## src/rtl/umi_resp_router.sv

```systemverilog
// Response router for the UMI arbiter: an in-order FIFO of winning requester indices steers
// returning responses back to the right port. `define UMI_RESP_ROUTER_ERR_EN to build the sticky error detectors.
module umi_resp_router #(
  parameter int    N      = 4,
  parameter int    DEPTH  = 8,
  parameter int    DW     = 256,
  parameter string TARGET = "DEFAULT"
) (
  input  logic          clk,
  input  logic          nreset,
  input  logic [N-1:0]  req_grants,
  input  logic          req_accept,
  output logic          order_full,
  input  logic          resp_valid_in,
  input  logic          resp_last_in,
  input  logic [DW-1:0] resp_packet_in,
  output logic          resp_ready_in,
  output logic [N-1:0]  resp_valid_out,
  output logic [DW-1:0] resp_packet_out,
  input  logic [N-1:0]  resp_ready_out,
  output logic          err_onehot,
  output logic          err_underflow
);

  localparam int IW = (N > 1) ? $clog2(N) : 1;
  localparam int AW = $clog2(DEPTH);
  localparam int CW = AW + 1;

  function automatic logic [IW-1:0] lowest_idx(input logic [N-1:0] vec);
    logic [IW-1:0] idx;
    idx = '0;
    for (int i = N - 1; i >= 0; i--) begin
      if (vec[i]) idx = IW'(i);
      else        idx = idx;
    end
    return idx;
  endfunction

  logic [IW-1:0] fifo_r [DEPTH];
  logic [AW-1:0] wr_ptr_r;
  logic [AW-1:0] rd_ptr_r;
  logic [CW-1:0] count_r;
  logic [CW-1:0] count_next_s;
  logic          full_r;
  logic          empty_s;
  logic          push_s;
  logic          pop_s;
  logic [IW-1:0] head_s;

  assign empty_s         = (count_r == CW'(0));
  assign head_s          = fifo_r[rd_ptr_r];
  assign push_s          = req_accept & (|req_grants) & ~full_r;
  assign resp_ready_in   = ~empty_s & resp_ready_out[head_s];
  assign pop_s           = resp_valid_in & resp_ready_in & resp_last_in;
  assign resp_packet_out = resp_packet_in;
  assign order_full      = full_r;

  // Route the beat valid to the requester at the head of the order FIFO.
  always_comb begin
    resp_valid_out = '0;
    if (resp_valid_in && !empty_s) resp_valid_out[head_s] = 1'b1;
    else                           resp_valid_out = '0;
  end

  // Occupancy after this cycle's push/pop.
  always_comb begin
    case ({push_s, pop_s})
      2'b10:   count_next_s = count_r + CW'(1);
      2'b01:   count_next_s = count_r - CW'(1);
      default: count_next_s = count_r;
    endcase
  end

  // Pointers, occupancy and the registered full flag.
  always_ff @(posedge clk or negedge nreset) begin
    if (!nreset) begin
      wr_ptr_r <= '0;
      rd_ptr_r <= '0;
      count_r  <= '0;
      full_r   <= 1'b0;
    end else begin
      wr_ptr_r <= wr_ptr_r + AW'(push_s);
      rd_ptr_r <= rd_ptr_r + AW'(pop_s);
      count_r  <= count_next_s;
      full_r   <= (count_next_s == CW'(DEPTH));
    end
  end

  // FPGA builds leave the index storage unreset so it can map to distributed RAM.
  if (TARGET == "FPGA") begin : g_store_nores
    // Index storage write.
    always_ff @(posedge clk) begin
      if (push_s) fifo_r[wr_ptr_r] <= lowest_idx(req_grants);
    end
  end else begin : g_store_rst
    // Index storage write with reset.
    always_ff @(posedge clk or negedge nreset) begin
      if (!nreset) begin
        for (int i = 0; i < DEPTH; i++) fifo_r[i] <= '0;
      end else if (push_s) begin
        fifo_r[wr_ptr_r] <= lowest_idx(req_grants);
      end
    end
  end

`ifdef UMI_RESP_ROUTER_ERR_EN
  function automatic logic is_onehot(input logic [N-1:0] vec);
    return (vec != '0) && ((vec & (vec - N'(1))) == '0);
  endfunction

  logic err_onehot_r;
  logic err_underflow_r;

  // Sticky protocol error flags, cleared only by reset.
  always_ff @(posedge clk or negedge nreset) begin
    if (!nreset) begin
      err_onehot_r    <= 1'b0;
      err_underflow_r <= 1'b0;
    end else begin
      err_onehot_r    <= err_onehot_r | (push_s & ~is_onehot(req_grants));
      err_underflow_r <= err_underflow_r | (resp_valid_in & empty_s);
    end
  end

  assign err_onehot    = err_onehot_r;
  assign err_underflow = err_underflow_r;
`else
  assign err_onehot    = 1'b0;
  assign err_underflow = 1'b0;
`endif

endmodule

```

## config.mk

```make
export PLATFORM = sky130hd
export DESIGN_NAME = umi_resp_router
export DESIGN_NICKNAME = d
export VERILOG_FILES = /design/src/rtl/umi_resp_router.sv
export SDC_FILE = /design/constraint.sdc
export NUM_CORES = 1
export LEC_CHECK = 0
export ABC_AREA = 1
export CAP_MARGIN = 20
export CORE_AREA = 2 2 208 210
export CTS_BUF_LIST = sky130_fd_sc_hd__clkbuf_4 sky130_fd_sc_hd__clkbuf_8
export CTS_CLUSTER_DIAMETER = 30
export DETAILED_ROUTE_END_ITERATION = 12
export DIE_AREA = 0 0 210 212
export PLACE_DENSITY = 0.39
export SYNTH_ARGS = -nofsm -noshare
export SYNTH_HDL_FRONTEND = slang
export SYNTH_SLANG_ARGS = --single-unit
```

## constraint.sdc

```tcl
create_clock -name clk -period 2.9 [get_ports clk]
set_clock_uncertainty 0.15 [all_clocks]
set_input_delay 0.725 -clock clk [delete_from_list [all_inputs] [get_ports clk]]
set_output_delay 0.725 -clock clk [all_outputs]
set_load 0.02 [all_outputs]
```

==> metrics <==
result of the run finished clean; insertion delay of the later-clocked pin in the worst-skew pair 270 ps; Post-Synthesis Cells 447; standard cell with the maximum stage delay on the critical path sky130_fd_sc_hd__clkdlybuf4s50_1; MaxCap Viol Count 0; drt first pass iters 4; nature of the critical path endpoint flip-flop; flip-flop and latch count after synthesis 27; Net Sw Power 1.08 mW; destination of the worst register-to-register timing path order_full$_DFF_PN0_; cts-stage hold buffer count 0; CP Launch Point resp_ready_out[1]; fraction of layout cells with a size suffix above 1 31.4%; Highest Clock Rate 0.357 GHz; sequence of cells on the critical path clkdlybuf4s50_1 -> nand3b_1 -> nand2_1 -> nand2_1 -> nand3_2 -> nor2_4 -> ha_4 -> ha_4 -> nand2_2 -> nand2_2 -> a21oi_2 -> inv_1 -> nand2_1 -> nand3_2 -> xnor2_1 -> and2_1; class of the most critical hold timing path flip-flop to flip-flop; HPWL after detailed placement 13300 µm; min Tclk post-route 2800 ps; maximum vdd ir drop 0.390 mV; Crit Path Category input port to flip-flop; number of filler instances in the final layout 4962; cell repeated most along the worst path sky130_fd_sc_hd__nand2_1; worst-path fanout max 4; number of placed cells counting well taps 772; warning count from the yosys run 0; worst endpoint data arrival time 2830 ps; main area contributors after synthesis sky130_fd_sc_hd__buf_4, sky130_fd_sc_hd__dfrtp_1, sky130_fd_sc_hd__nand2_1; vias in the first global route 1886; fraction of the cycle the final worst path needs 96.6%; post-synth design cell area 3450 µm²; Critical R2R Launch rd_ptr_r[0]$_DFF_PN0_; setup repair after global routing missed its margin true; type of element launching the critical path input port; drt initial violations 55; Internal Pwr Total 1.36 mW; number of slew-limit violations in the final report 0; net switching fraction of the power 44.2%; count of boundary I/O pins 533; Netlist cell types 24; Die Outline Area 44500 µm²; DRC violations left 0; overall via count from detail_route 1737; worst-case clock buffer depth 2; area share of the largest cell type after synthesis 56.4%; Critical Path RT 2920 ps; Critical Path Sink order_full$_DFF_PN0_; part of the power in registers 29.4%; chip width 210 µm; most common library cell in the layout ignoring fill and taps sky130_fd_sc_hd__nand2_1; H-tree level count 1; final count of hold timing violations 0; IO Port Bufs 18; total global routing track utilization 6.23%; Worst Reg2Reg Path Length in Cells 21; Clock Pin Slew Worst Setup and Hold Paths 100 ps; peak per-stage delay on the critical path 530 ps; synthesized area per cell 7.72 µm²; LEAKAGE 1.03 nW; wire length of the first global-routing pass 18000 µm; clock power share 9.2%; GPL Wtd Cong 0.759; proportion of synthesized chip area in sequential cells 19.6%; Inserted Clock Buffers 3; final setup violation count 0; Initial Util 8.12%; Chip Height 212 µm; CTS tree done; remaining antenna violation count after routing 0; Post-Layout Cell Count 782; leading area contributor after synthesis sky130_fd_sc_hd__buf_4; CTS sink count 27; total congestion overflow 0; number of rows in the core area 76; routed wirelength normalized by instance count 19.3 µm; Inserted Diodes 0; power density cells 899 nW/µm²; portion of total power attributed to combinational logic 61.4%; number of antenna violations at the first check in global routing 0; pin count of the biggest net entering global routing 28; placeable core region 42500 µm²; Worst R2R Setup Slack 130 ps; commonest cells after routing, fill and taps aside sky130_fd_sc_hd__nand2_1, sky130_fd_sc_hd__inv_1, sky130_fd_sc_hd__dfrtp_1; detailed-route vias per instance 2.22; Total Nets Final 514; wire length reported by the detailed router 15100 µm; total design power 2.43 mW; area overhead of the layout relative to synthesis -21.5%; root buffer cell sky130_fd_sc_hd__clkbuf_8
metal layers:
layer | up-vias | global-route usage, % | wire [µm]
met5 | - | 0.890 | 52
met4 | 2 | 3.55 | 756
met3 | 68 | 7.13 | 3830
met2 | 279 | 11.1 | 7700
met1 | 710 | 3.30 | 2740
li1 | 678 | - | -
area by class of cell:
| cell class | instances | area, µm² | area share, % |
|---|---|---|---|
| Multi-Input combinational cell | 131 | 821 | 30.3 |
| Timing Repair Buffer | 43 | 357 | 13.2 |
| Tap cell | 546 | 683 | 25.2 |
| Sequential cell | 27 | 678 | 25.1 |
| Clock inverter | 1 | 7.51 | 0.277 |
| Inverter | 31 | 119 | 4.39 |
| Clock buffer | 3 | 41.3 | 1.53 |
worst max-delay path, delay by kind of cell:
kind,cells,cell delay [ps]
adders and majority gates,2,370
and+or+nand+nor,10,880
AOI/OAI and AO/OA,1,140
buffers and inverters,2,580
xor gates and xnor gates,1,130
flip-flops by register name, indices dropped and copies added, names as in the netlist:
signal	count
wr_ptr_r	3
count_r	4
fifo_r	16
order_full	1
rd_ptr_r	3
cells in the mapped netlist:
cell type / instances
sky130_fd_sc_hd__nor3_2: 1
sky130_fd_sc_hd__nor2_1: 11
sky130_fd_sc_hd__inv_1: 29
sky130_fd_sc_hd__nand3b_1: 1
sky130_fd_sc_hd__o21ai_0: 9
sky130_fd_sc_hd__conb_1: 1
sky130_fd_sc_hd__nand2_2: 4
sky130_fd_sc_hd__xnor2_1: 3
sky130_fd_sc_hd__inv_2: 1
sky130_fd_sc_hd__nand3_2: 2
sky130_fd_sc_hd__xor2_1: 2
sky130_fd_sc_hd__nor3_1: 5
sky130_fd_sc_hd__and2_1: 1
sky130_fd_sc_hd__nor2_2: 9
sky130_fd_sc_hd__dfrtp_1: 27
sky130_fd_sc_hd__inv_4: 1
sky130_fd_sc_hd__ha_1: 7
sky130_fd_sc_hd__fa_1: 1
sky130_fd_sc_hd__nand2_1: 50
sky130_fd_sc_hd__o21a_1: 2
sky130_fd_sc_hd__nand3_1: 12
sky130_fd_sc_hd__a21oi_1: 8
sky130_fd_sc_hd__nor3_4: 1
sky130_fd_sc_hd__buf_4: 259
stage by stage:
step | TNS [ps] | worst slack [ps] | instance area, µm² | util (%) | hold slack (ps)
global placement | -1390 | -306 | 2510 | 5.92 | 341
finish | 0 | 99.2 | 2710 | 6.37 | 347
detailed placement | -1470 | -333 | 2510 | 5.92 | 335
floorplan | 0 | 287 | 3450 | - | 279
global route | -82.4 | -69.4 | 2710 | 6.37 | 376
CTS | 0 | 11.0 | 2600 | 6.11 | 360
how the worst min path moves through the flow:
stage	startpoint	end	slack, ps	cells after the start
floorplan	nreset	count_r[0]$_DFF_PN0_	280	0
detailed placement	fifo_r[3]$_DFFE_PN0P_	fifo_r[3]$_DFFE_PN0P_	340	1
CTS	count_r[3]$_DFF_PN0_	count_r[3]$_DFF_PN0_	360	1
global route	count_r[3]$_DFF_PN0_	count_r[3]$_DFF_PN0_	380	1
finish	count_r[3]$_DFF_PN0_	count_r[3]$_DFF_PN0_	350	1
global placement	fifo_r[3]$_DFFE_PN0P_	fifo_r[3]$_DFFE_PN0P_	340	1
what timing repair did:
| item | 4_1_cts | 5_1_grt |
|---|---|---|
| endpoints found under the setup margin | 7 | 7 |
| buffers inserted | 3 | 3 |
| pin swaps | 0 | 9 |
| gates resized for setup | 16 | 37 |
power groups by stage:
stage               Clock (mW)  Sequential (mW)  Combinational (mW)
floorplan                    0            0.665                1.30
global placement             0            0.722                1.27
detailed placement           0            0.720                1.27
CTS                      0.235            0.707                1.32
global route             0.249            0.745                1.68
finish                   0.224            0.715                1.50
kinds of logic (layout without fill, tap and decap cells):
| family | count (synthesis) | count (layout) | share of synthesized area (%) |
|---|---|---|---|
| buf+inv | 290 | 78 | 59.8 |
| simple gates | 97 | 97 | 13.2 |
| flops | 27 | 27 | 19.6 |
| compound gates | 19 | 19 | 2.90 |
| fa+ha+maj | 8 | 8 | 3.12 |
| xor+xnor | 5 | 5 | 1.27 |
| other cells | 1 | 2 | 0.109 |
No activity file was read; power rests on OpenSTA's default activity.
